[src/rtl/pipe_pkg.sv]
// Shared pipeline definitions: default field widths, the NOP opcode and the
// EX/MEM payload layout used by neighbouring stages.
package pipe_pkg;

    localparam int unsigned OPCODE_W_DEF   = 5;
    localparam int unsigned RD_W_DEF       = 9;
    localparam int unsigned DATA_W_DEF     = 32;
    localparam int unsigned CNT_W_DEF      = 16;
    localparam int unsigned NOP_OPCODE_DEF = 0;

    typedef struct packed {
        logic [OPCODE_W_DEF-1:0] opcode;
        logic [RD_W_DEF-1:0]     rd;
        logic [DATA_W_DEF-1:0]   branch_result;
        logic [DATA_W_DEF-1:0]   alu_result;
    } exmem_payload_t;

    localparam int unsigned EXMEM_PAYLOAD_W = $bits(exmem_payload_t);

    // Bubble value the stage shows when it is empty after reset or flush.
    function automatic exmem_payload_t nop_payload();
        exmem_payload_t p;
        p        = '0;
        p.opcode = OPCODE_W_DEF'(NOP_OPCODE_DEF);
        return p;
    endfunction

endpackage

[src/rtl/exmem_skid_reg_if.sv]
// EX/MEM stage bus: upstream handshake and payload, downstream handshake and
// payload, flush and the stall counter observation port.
interface exmem_skid_reg_if #(
    parameter int unsigned OPCODE_W = pipe_pkg::OPCODE_W_DEF,
    parameter int unsigned RD_W     = pipe_pkg::RD_W_DEF,
    parameter int unsigned DATA_W   = pipe_pkg::DATA_W_DEF,
    parameter int unsigned CNT_W    = pipe_pkg::CNT_W_DEF
);

    logic                in_valid;
    logic                in_ready;
    logic [OPCODE_W-1:0] OpCode;
    logic [RD_W-1:0]     RdOut;
    logic [DATA_W-1:0]   BranchResult;
    logic [DATA_W-1:0]   AluResult;
    logic                flush;
    logic                out_valid;
    logic                out_ready;
    logic [OPCODE_W-1:0] OpCodeOut;
    logic [RD_W-1:0]     RdOutOut;
    logic [DATA_W-1:0]   BranchResultOut;
    logic [DATA_W-1:0]   AluResultOut;
    logic [CNT_W-1:0]    stall_cnt;

    // Surrounding pipeline (EX producer plus MEM consumer).
    modport master (
        output in_valid, OpCode, RdOut, BranchResult, AluResult, flush, out_ready,
        input  in_ready, out_valid, OpCodeOut, RdOutOut, BranchResultOut,
               AluResultOut, stall_cnt
    );

    // The pipeline register itself.
    modport slave (
        input  in_valid, OpCode, RdOut, BranchResult, AluResult, flush, out_ready,
        output in_ready, out_valid, OpCodeOut, RdOutOut, BranchResultOut,
               AluResultOut, stall_cnt
    );

endinterface

[src/rtl/exmem_skid_reg_skid_buffer.sv]
// Generic two-entry valid/ready buffer: a main entry drives the outputs and a
// skid entry absorbs the one extra transfer accepted while the consumer stalls.
module skid_buffer #(
    parameter int unsigned W       = 8,
    parameter logic [W-1:0] RST_VAL = '0
) (
    input  logic         clk,
    input  logic         rst,
    input  logic         flush,
    input  logic         in_valid,
    output logic         in_ready,
    input  logic [W-1:0] in_data,
    output logic         out_valid,
    input  logic         out_ready,
    output logic [W-1:0] out_data
);

    logic         skid_valid;
    logic [W-1:0] skid_data;
    logic         accept_c;
    logic         drain_c;

    assign accept_c = in_valid & in_ready;
    assign drain_c  = out_valid & out_ready;

    // in_ready is kept as its own flop so it never depends combinationally on out_ready.
    always_ff @(posedge clk or posedge rst) begin
        if (rst) begin
            out_valid  <= 1'b0;
            out_data   <= RST_VAL;
            skid_valid <= 1'b0;
            skid_data  <= RST_VAL;
            in_ready   <= 1'b1;
        end else if (flush) begin
            out_valid  <= 1'b0;
            out_data   <= RST_VAL;
            skid_valid <= 1'b0;
            in_ready   <= 1'b1;
        end else if (skid_valid && drain_c) begin
            out_data   <= skid_data;
            skid_valid <= 1'b0;
            in_ready   <= 1'b1;
        end else if ((!out_valid || drain_c) && accept_c) begin
            out_valid  <= 1'b1;
            out_data   <= in_data;
        end else if (out_valid && accept_c) begin
            skid_valid <= 1'b1;
            skid_data  <= in_data;
            in_ready   <= 1'b0;
        end else if (drain_c) begin
            // Payload deliberately held so MEM can still observe the last instruction.
            out_valid  <= 1'b0;
        end
    end

endmodule

[src/rtl/exmem_skid_reg.sv]
// EX/MEM pipeline register: packs the instruction fields into a skid buffer
// and counts cycles in which MEM holds off a valid instruction.
module exmem_skid_reg
    import pipe_pkg::*;
#(
    parameter int unsigned         OPCODE_W   = OPCODE_W_DEF,
    parameter int unsigned         RD_W       = RD_W_DEF,
    parameter int unsigned         DATA_W     = DATA_W_DEF,
    parameter logic [OPCODE_W-1:0] NOP_OPCODE = OPCODE_W'(NOP_OPCODE_DEF),
    parameter int unsigned         CNT_W      = CNT_W_DEF
) (
    input logic              clk,
    input logic              rst,
    exmem_skid_reg_if.slave  bus
);

    localparam int unsigned  TAIL_W  = RD_W + 2 * DATA_W;
    localparam int unsigned  W       = OPCODE_W + TAIL_W;
    localparam logic [W-1:0] RST_VAL = {NOP_OPCODE, {TAIL_W{1'b0}}};

    logic [W-1:0]     in_data;
    logic [W-1:0]     out_data;
    logic             in_ready;
    logic             out_valid;
    logic [CNT_W-1:0] stall_cnt;

    assign in_data = {bus.OpCode, bus.RdOut, bus.BranchResult, bus.AluResult};

    skid_buffer #(
        .W       (W),
        .RST_VAL (RST_VAL)
    ) u_skid (
        .clk       (clk),
        .rst       (rst),
        .flush     (bus.flush),
        .in_valid  (bus.in_valid),
        .in_ready  (in_ready),
        .in_data   (in_data),
        .out_valid (out_valid),
        .out_ready (bus.out_ready),
        .out_data  (out_data)
    );

    assign bus.in_ready  = in_ready;
    assign bus.out_valid = out_valid;
    assign {bus.OpCodeOut, bus.RdOutOut, bus.BranchResultOut, bus.AluResultOut} = out_data;

    // Saturating stall counter; flush does not clear it, only reset does.
    always_ff @(posedge clk or posedge rst) begin
        if (rst) begin
            stall_cnt <= '0;
        end else if (!bus.flush && out_valid && !bus.out_ready && (stall_cnt != {CNT_W{1'b1}})) begin
            stall_cnt <= stall_cnt + CNT_W'(1);
        end
    end

    assign bus.stall_cnt = stall_cnt;

endmodule
[src/flat_wrapper.sv]
// flat-port wrapper written by rule: the top's interface ports become plain ports
module exmem_skid_reg_flat import pipe_pkg::*;
#(
    parameter int unsigned         OPCODE_W   = OPCODE_W_DEF,
    parameter int unsigned         RD_W       = RD_W_DEF,
    parameter int unsigned         DATA_W     = DATA_W_DEF,
    parameter logic [OPCODE_W-1:0] NOP_OPCODE = OPCODE_W'(NOP_OPCODE_DEF),
    parameter int unsigned         CNT_W      = CNT_W_DEF
)
  (clk, rst, bus_in_valid, bus_OpCode, bus_RdOut, bus_BranchResult, bus_AluResult, bus_flush, bus_out_ready, bus_in_ready, bus_out_valid, bus_OpCodeOut, bus_RdOutOut, bus_BranchResultOut, bus_AluResultOut, bus_stall_cnt);
  exmem_skid_reg_if #(.OPCODE_W(OPCODE_W), .RD_W(RD_W), .DATA_W(DATA_W), .CNT_W(CNT_W)) bus_i ();
  input logic clk;
  input logic rst;
  input wire logic [$bits(bus_i.in_valid)-1:0] bus_in_valid;
  input wire logic [$bits(bus_i.OpCode)-1:0] bus_OpCode;
  input wire logic [$bits(bus_i.RdOut)-1:0] bus_RdOut;
  input wire logic [$bits(bus_i.BranchResult)-1:0] bus_BranchResult;
  input wire logic [$bits(bus_i.AluResult)-1:0] bus_AluResult;
  input wire logic [$bits(bus_i.flush)-1:0] bus_flush;
  input wire logic [$bits(bus_i.out_ready)-1:0] bus_out_ready;
  output wire logic [$bits(bus_i.in_ready)-1:0] bus_in_ready;
  output wire logic [$bits(bus_i.out_valid)-1:0] bus_out_valid;
  output wire logic [$bits(bus_i.OpCodeOut)-1:0] bus_OpCodeOut;
  output wire logic [$bits(bus_i.RdOutOut)-1:0] bus_RdOutOut;
  output wire logic [$bits(bus_i.BranchResultOut)-1:0] bus_BranchResultOut;
  output wire logic [$bits(bus_i.AluResultOut)-1:0] bus_AluResultOut;
  output wire logic [$bits(bus_i.stall_cnt)-1:0] bus_stall_cnt;
  assign bus_i.in_valid = bus_in_valid;
  assign bus_i.OpCode = bus_OpCode;
  assign bus_i.RdOut = bus_RdOut;
  assign bus_i.BranchResult = bus_BranchResult;
  assign bus_i.AluResult = bus_AluResult;
  assign bus_i.flush = bus_flush;
  assign bus_i.out_ready = bus_out_ready;
  assign bus_in_ready = bus_i.in_ready;
  assign bus_out_valid = bus_i.out_valid;
  assign bus_OpCodeOut = bus_i.OpCodeOut;
  assign bus_RdOutOut = bus_i.RdOutOut;
  assign bus_BranchResultOut = bus_i.BranchResultOut;
  assign bus_AluResultOut = bus_i.AluResultOut;
  assign bus_stall_cnt = bus_i.stall_cnt;
  exmem_skid_reg #(.OPCODE_W(OPCODE_W), .RD_W(RD_W), .DATA_W(DATA_W), .NOP_OPCODE(NOP_OPCODE), .CNT_W(CNT_W)) u_core (.clk(clk), .rst(rst), .bus(bus_i));
endmodule
[config.mk]
export PLATFORM = sky130hd
export DESIGN_NAME = exmem_skid_reg_flat
export DESIGN_NICKNAME = d
export VERILOG_FILES = /design/src/rtl/pipe_pkg.sv /design/src/rtl/exmem_skid_reg_if.sv /design/src/rtl/exmem_skid_reg_skid_buffer.sv /design/src/rtl/exmem_skid_reg.sv /design/src/flat_wrapper.sv
export SDC_FILE = /design/constraint.sdc
export NUM_CORES = 1
export LEC_CHECK = 0
export CORE_UTILIZATION = 35
export DETAILED_ROUTE_END_ITERATION = 10
export GPL_TIMING_DRIVEN = 0
export PLACE_DENSITY_LB_ADDON = 0.12
export SYNTH_ARGS = -nofsm -noshare
export SYNTH_HDL_FRONTEND = slang
export SYNTH_SLANG_ARGS = --single-unit
[constraint.sdc]
create_clock -name clk -period 6.03 [get_ports clk]
set_input_delay 0.9045 -clock clk [delete_from_list [all_inputs] [get_ports clk]]
set_output_delay 0.9045 -clock clk [all_outputs]
set_load 0.005 [all_outputs]
; ---- After elaboration in Yosys (flattened, before gate mapping)
; Index checks and enable logic that the tools add are counted.
[totals]
elab_cells = 48
inputBits = 83
output_inout_bits = 96
register_bits = 175
[op_classes]
muxes = 16
addsub = 1
bitwise_logic = 5
eq_ne = 4
reduce_logical = 16
[ops]
columns = operator, count
row1 = $mux W78, 3
row2 = $add A16 B1 Y16 const B, 1
row3 = $ne A16 B16 Y1 const B, 1
row4 = $mux W1, 13
row5 = $reduce_bool A3 Y1, 3
row6 = $logic_and A1 B1 Y1, 6
row7 = $ne A3 B3 Y1 const B, 2
row8 = $reduce_and A4 Y1, 1
row9 = $logic_not A1 Y1, 3
row10 = $not A1 Y1, 3
row11 = $reduce_and A3 Y1, 1
row12 = $and A1 B1 Y1, 2
row13 = $ne A2 B2 Y1 const B, 1
row14 = $reduce_and A2 Y1, 1
row15 = $logic_or A1 B1 Y1, 1

; ---- Logic depth before layout (Yosys ltp)
[logic_depth]
word_depth = 6
ltp_mapped = 6
mapped_depth_nobuf = 5

; ---- Modules after synthesis
; From an unflattened synthesis, not the netlist that was laid out.
[hier_totals]
cells_unflattened = 513
hier_area_um2 = 7549.7
[modules_own_cells]
columns = mod, n_inst, area_each_um2, cells_per_inst, seq_area_each_um2
row1 = skid_buffer, 1, 6717.7, 443, 3980.1
row2 = exmem_skid_reg, 1, 832.0, 70, 400.4

; ---- Worst setup path after synthesis
; OpenSTA, ideal clock, no wires.
[synth_path]
path_kind = input-to-reg
from = input bus_out_ready
to = register u_core.u_skid.skid_data[0]
required_ps = 5903
arrival_ps = 1983
n_path_buf = 2
setup_ps = 127
setup_slack_ps = 3919
stages = 5
cell_sequence = nor3b_4 -> and3_1 -> buf_4 -> buf_6 -> mux2_1
[synth_via]
elab_chain_cells = 5
elab_cells_between_ends = 7
classes_between = bitwise: 3 / reduce/logical: 4
[synth_lines]
columns = element, line
row1 = from (decl), flat_wrapper.sv:20  ; input wire logic [$bits(bus_i.out_ready)-1:0] bus_out_ready;
row2 = $and A1 B1 Y1 (*), exmem_skid_reg_skid_buffer.sv:24  ; assign drain_c = out_valid & out_ready;
row3 = $logic_or A1 B1 Y1, exmem_skid_reg_skid_buffer.sv:43  ; end else if ((!out_valid || drain_c) && accept_c) begin
row4 = $logic_and A1 B1 Y1, exmem_skid_reg_skid_buffer.sv:43
row5 = $not A1 Y1 (no line), -
row6 = $reduce_and A4 Y1 (no line) (*), -
row7 = to (signal assigned), exmem_skid_reg_skid_buffer.sv:48  ; skid_data <= in_data;
row8 = to (decl), exmem_skid_reg_skid_buffer.sv:19  ; logic [W-1:0] skid_data;
; Mark *: on every way between the ends. The rest lies on a longest branch, timed or not.
; A chain may end at the register's enable or synchronous reset.

; ---- Worst setup path after layout
[layout_path]
from = input bus_out_ready
to = register u_core.u_skid.out_data[10]
[layout_via]
elab_chain_cells = 4
elab_cells_between_ends = 7
classes_between = mux: 2 / bitwise: 1 / reduce/logical: 4
[layout_lines]
columns = element, line
row1 = $and A1 B1 Y1 (*), exmem_skid_reg_skid_buffer.sv:24
row2 = $logic_and A1 B1 Y1 or $logic_or A1 B1 Y1 (tied branches), "exmem_skid_reg_skid_buffer.sv:39, exmem_skid_reg_skid_buffer.sv:43"
row3 = $mux W78 or $logic_and A1 B1 Y1 (tied branches), "exmem_skid_reg_skid_buffer.sv:39, exmem_skid_reg_skid_buffer.sv:43"
row4 = $mux W78 or $reduce_bool A3 Y1 (tied branches), -
row5 = to (signal assigned), exmem_skid_reg_skid_buffer.sv:40  ; out_data <= skid_data;
row6 = to (signal assigned), exmem_skid_reg_skid_buffer.sv:45  ; out_data <= in_data;
row7 = to (decl), exmem_skid_reg_skid_buffer.sv:15  ; output logic [W-1:0] out_data
; Marks and branches as above.

==> flow_summary.toml <==
[outcome]
status = "complete, no violations"

[yosys]
synthAdderAreaFrac_pct = 0.172
muxShareOfSynthArea_pct = 12.2
ys.flop_type = "dfrtp_1"
yosys_warnings = 0
synth_top_family_by_area = "compound AO/OA/AOI/OAI gates"
syn_area_mm2 = 0.00727
async_reset_ff_share_pct = 100
synth-compound-area-share_pct = 14.5
syn_inst = 599
synth_seq_cells = 175
syn_nets = 683
synth_edf_count = 0
ys_seq_area_share_pct = 60.2
syn_avg_cell_area_um2 = 12.1
synth_simple_gate_area_share_pct = 7.66
synth_cell_type_count = 34
synthXorXnorAreaFrac_pct = 1.57

[floorplanning]
dieArea_mm2 = 0.0214
io_pins = 179
die_y_um = 146
core-area_mm2 = 0.0203
start_util_pct = 35.8
rows = 52
chipWidth_um = 146

[cells_and_area]
syn_to_final_growth_pct = 38.2
nNetsFinal = 881
diodes = 0
layout-drive-gt1-share_pct = 8.17
post-route-util_pct = 49.5

[min_path]
hp-class = "flip-flop to flip-flop"
min-delay-start = "u_core.u_skid.in_ready"

[placement]
gp_congestion = 0.803
pre_cts_ws_ns = 2.91
hpwl_um = 12900
port_buffers = 178

[clock_network]
cts.path.max_buffers = 2
cts_setup_buffers = 0
insertion_delay_ns = 0.43
root_buffer = "clkbuf_16"
cts_tree = "built"
cts_sinks = 175
clkTransAtPathRegs_ns = 0.06
cts_buffers = 17
cts_hold_buf = 0
ctsHtreeMaxLevel = 4
cts_resized = 0

[pwr]
power.leakage_nw = 4.33
power_w = 0.00318
max-vdd-ir-drop_uv = 180
power_density_mw_per_mm2 = 316

[job]
maxCapViolations = 0

[sta]
setup_violations = 0
fmax_mhz = 380
relSlewSlack_pct = 59.8
hold_violations = 0
holdWs_ns = 0.480
fin_crit_sh_pct = 43.6
rsz0062_at_grt = "false"
finClkSkew_ns = 0.0128
timing.final.ws_setup_ns = 3.40
tightestPinTransition_ns = 0.601
min_period_ns = 2.63
slew_viol_final = 0

[drt]
vias_per_cell = 5.04
ant_nets = 0
post_drt_wl_per_cell_um = 17.2
wirelength_um = 18600
drt_pass1_iterations = 4
drt_iter0_drc = 180
vias = 5438
drc_errors = 0

[worst_setup_path]
end_kind = "flip-flop"
r2r_start = "u_core.u_skid.out_valid"
critical_path.startpoint = "bus_out_ready"
cp-start-kind = "input pin"
cp.required_ns = 6.30
worst-path-max-fanout = 10
worstSetupPathType = "input pin to flip-flop"
cp.arrival_ns = 2.91

[grt]
grt_pass1_wl_um = 30200
grt_pass1_vias = 5789
grt_usage_pct = 18.0
grt_max_degree = 119
grt_antenna_before_repair = 0
grt_overflow = 0
==> critical path: stages <==
cell and delay (ns):
clkdlybuf4s50_1 0.60, a31oi_2 0.30, o21ai_1 0.24, buf_2 0.29
clkbuf_1 0.42, a21oi_1 0.14
==> state kept, by name (all words and copies together) (netlist names) <==
signal and count:
u_core.u_skid.out_data 78, u_core.u_skid.skid_data 78, u_core.bus.stall_cnt 16, u_core.u_skid.in_ready 1, u_core.u_skid.out_valid 1, u_core.u_skid.skid_valid 1
==> layer usage <==
metal	wire (um)	track usage, %	vias to the layer above
met1	8350	23.2	2708
met2	8960	29.2	142
met4	327	6.35	0
met5	0	0	-
li1	-	-	2567
met3	959	4.72	21
==> worst paths after layout <==
path	cells past startpoint	to	slack, ns
max	6	u_core.u_skid.out_data[10]	3.40
min	2	u_core.u_skid.in_ready	0.48
max reg2reg	5	u_core.u_skid.out_data[10]	4.02
min reg2reg	2	u_core.u_skid.in_ready	0.48
max in group asynchronous	3	u_core.u_skid.skid_data[24]	4.24
min in group asynchronous	2	u_core.u_skid.skid_data[53]	0.89
==> Yosys cell counts, drive strengths merged (2+ instances only) <==
cell      n  area, um2
dfrtp   174       4350
nor2     81        304
a21oi    80        400
mux2     79        890
a22oi    78        586
buf      29        196
clkbuf   15       56.3
xor2     13        114
nand2     8       30.0
nand4     6       37.5
nor3b     5       48.8
o21ai     4       20.0
and3      3       18.8
inv       3       11.3
a31oi     2       18.8
and4      2       17.5
nand3     2       10.0
nor2b     2       12.5
nor3      2       10.0
nor4      2       27.5
nor4b     2       30.0
o31ai     2       15.0
==> layout make-up <==
type / instances / area, um2
fill: 1856 / 10200
timing repair buffer: 179 / 1810
inverter: 3 / 18.8
buffer: 44 / 253
clock buffer: 18 / 439
tap: 270 / 338
clock inverter: 12 / 184
sequential: 175 / 4380
multi-input combinational: 377 / 2630
==> layout by cell type, fill, tap and decap left out, types with 2 or more instances in the layout <==
cell and n:
buf_2 19, nor4b_2 2, o31ai_1 2, clkinvlp_4 2
bufinv_16 4, a21oi_1 80, o21ai_0 3, inv_6 4
mux2_1 79, dfrtp_1 174, a22oi_1 78, clkbuf_1 15
inv_1 2, and3_1 3, buf_6 8, clkbuf_16 17
nand2_1 8, nor3_1 2, xor2_1 13, nand4_1 6
nor2_1 81, nand3_1 2, nor3b_1 4, nor2b_1 2
clkdlybuf4s50_1 178, and4_1 2
==> through the flow <==
stage               cells  setup TNS, ns  area, um2
detailed placement   1048              0       9430
CTS                  1078              0      10100
floorplan             599              0       7270
finish               1078              0      10100
global route         1078              0      10100
global placement     1047        -324.49       9390
==> power by group <==
part	leakage, nW	switching (W)	internal [W]	total (W)
Clock	0.300	0.000468	0.000706	0.00117
Sequential	2.16	0.000124	0.00139	0.00151
Combinational	1.86	0.000199	0.000297	0.000496
Total	4.33	0.000790	0.00239	0.00318
==> logic make-up (layout without fill, tap and decap cells) <==
logic type	Yosys count	after routing
buf+inv	47	256
simple gates	116	116
xor+xnor	13	13
mux	79	79
compound gates	168	168
flops	175	175
fa+ha+maj	1	1
Note: power is estimated with default switching activity, not from simulation.
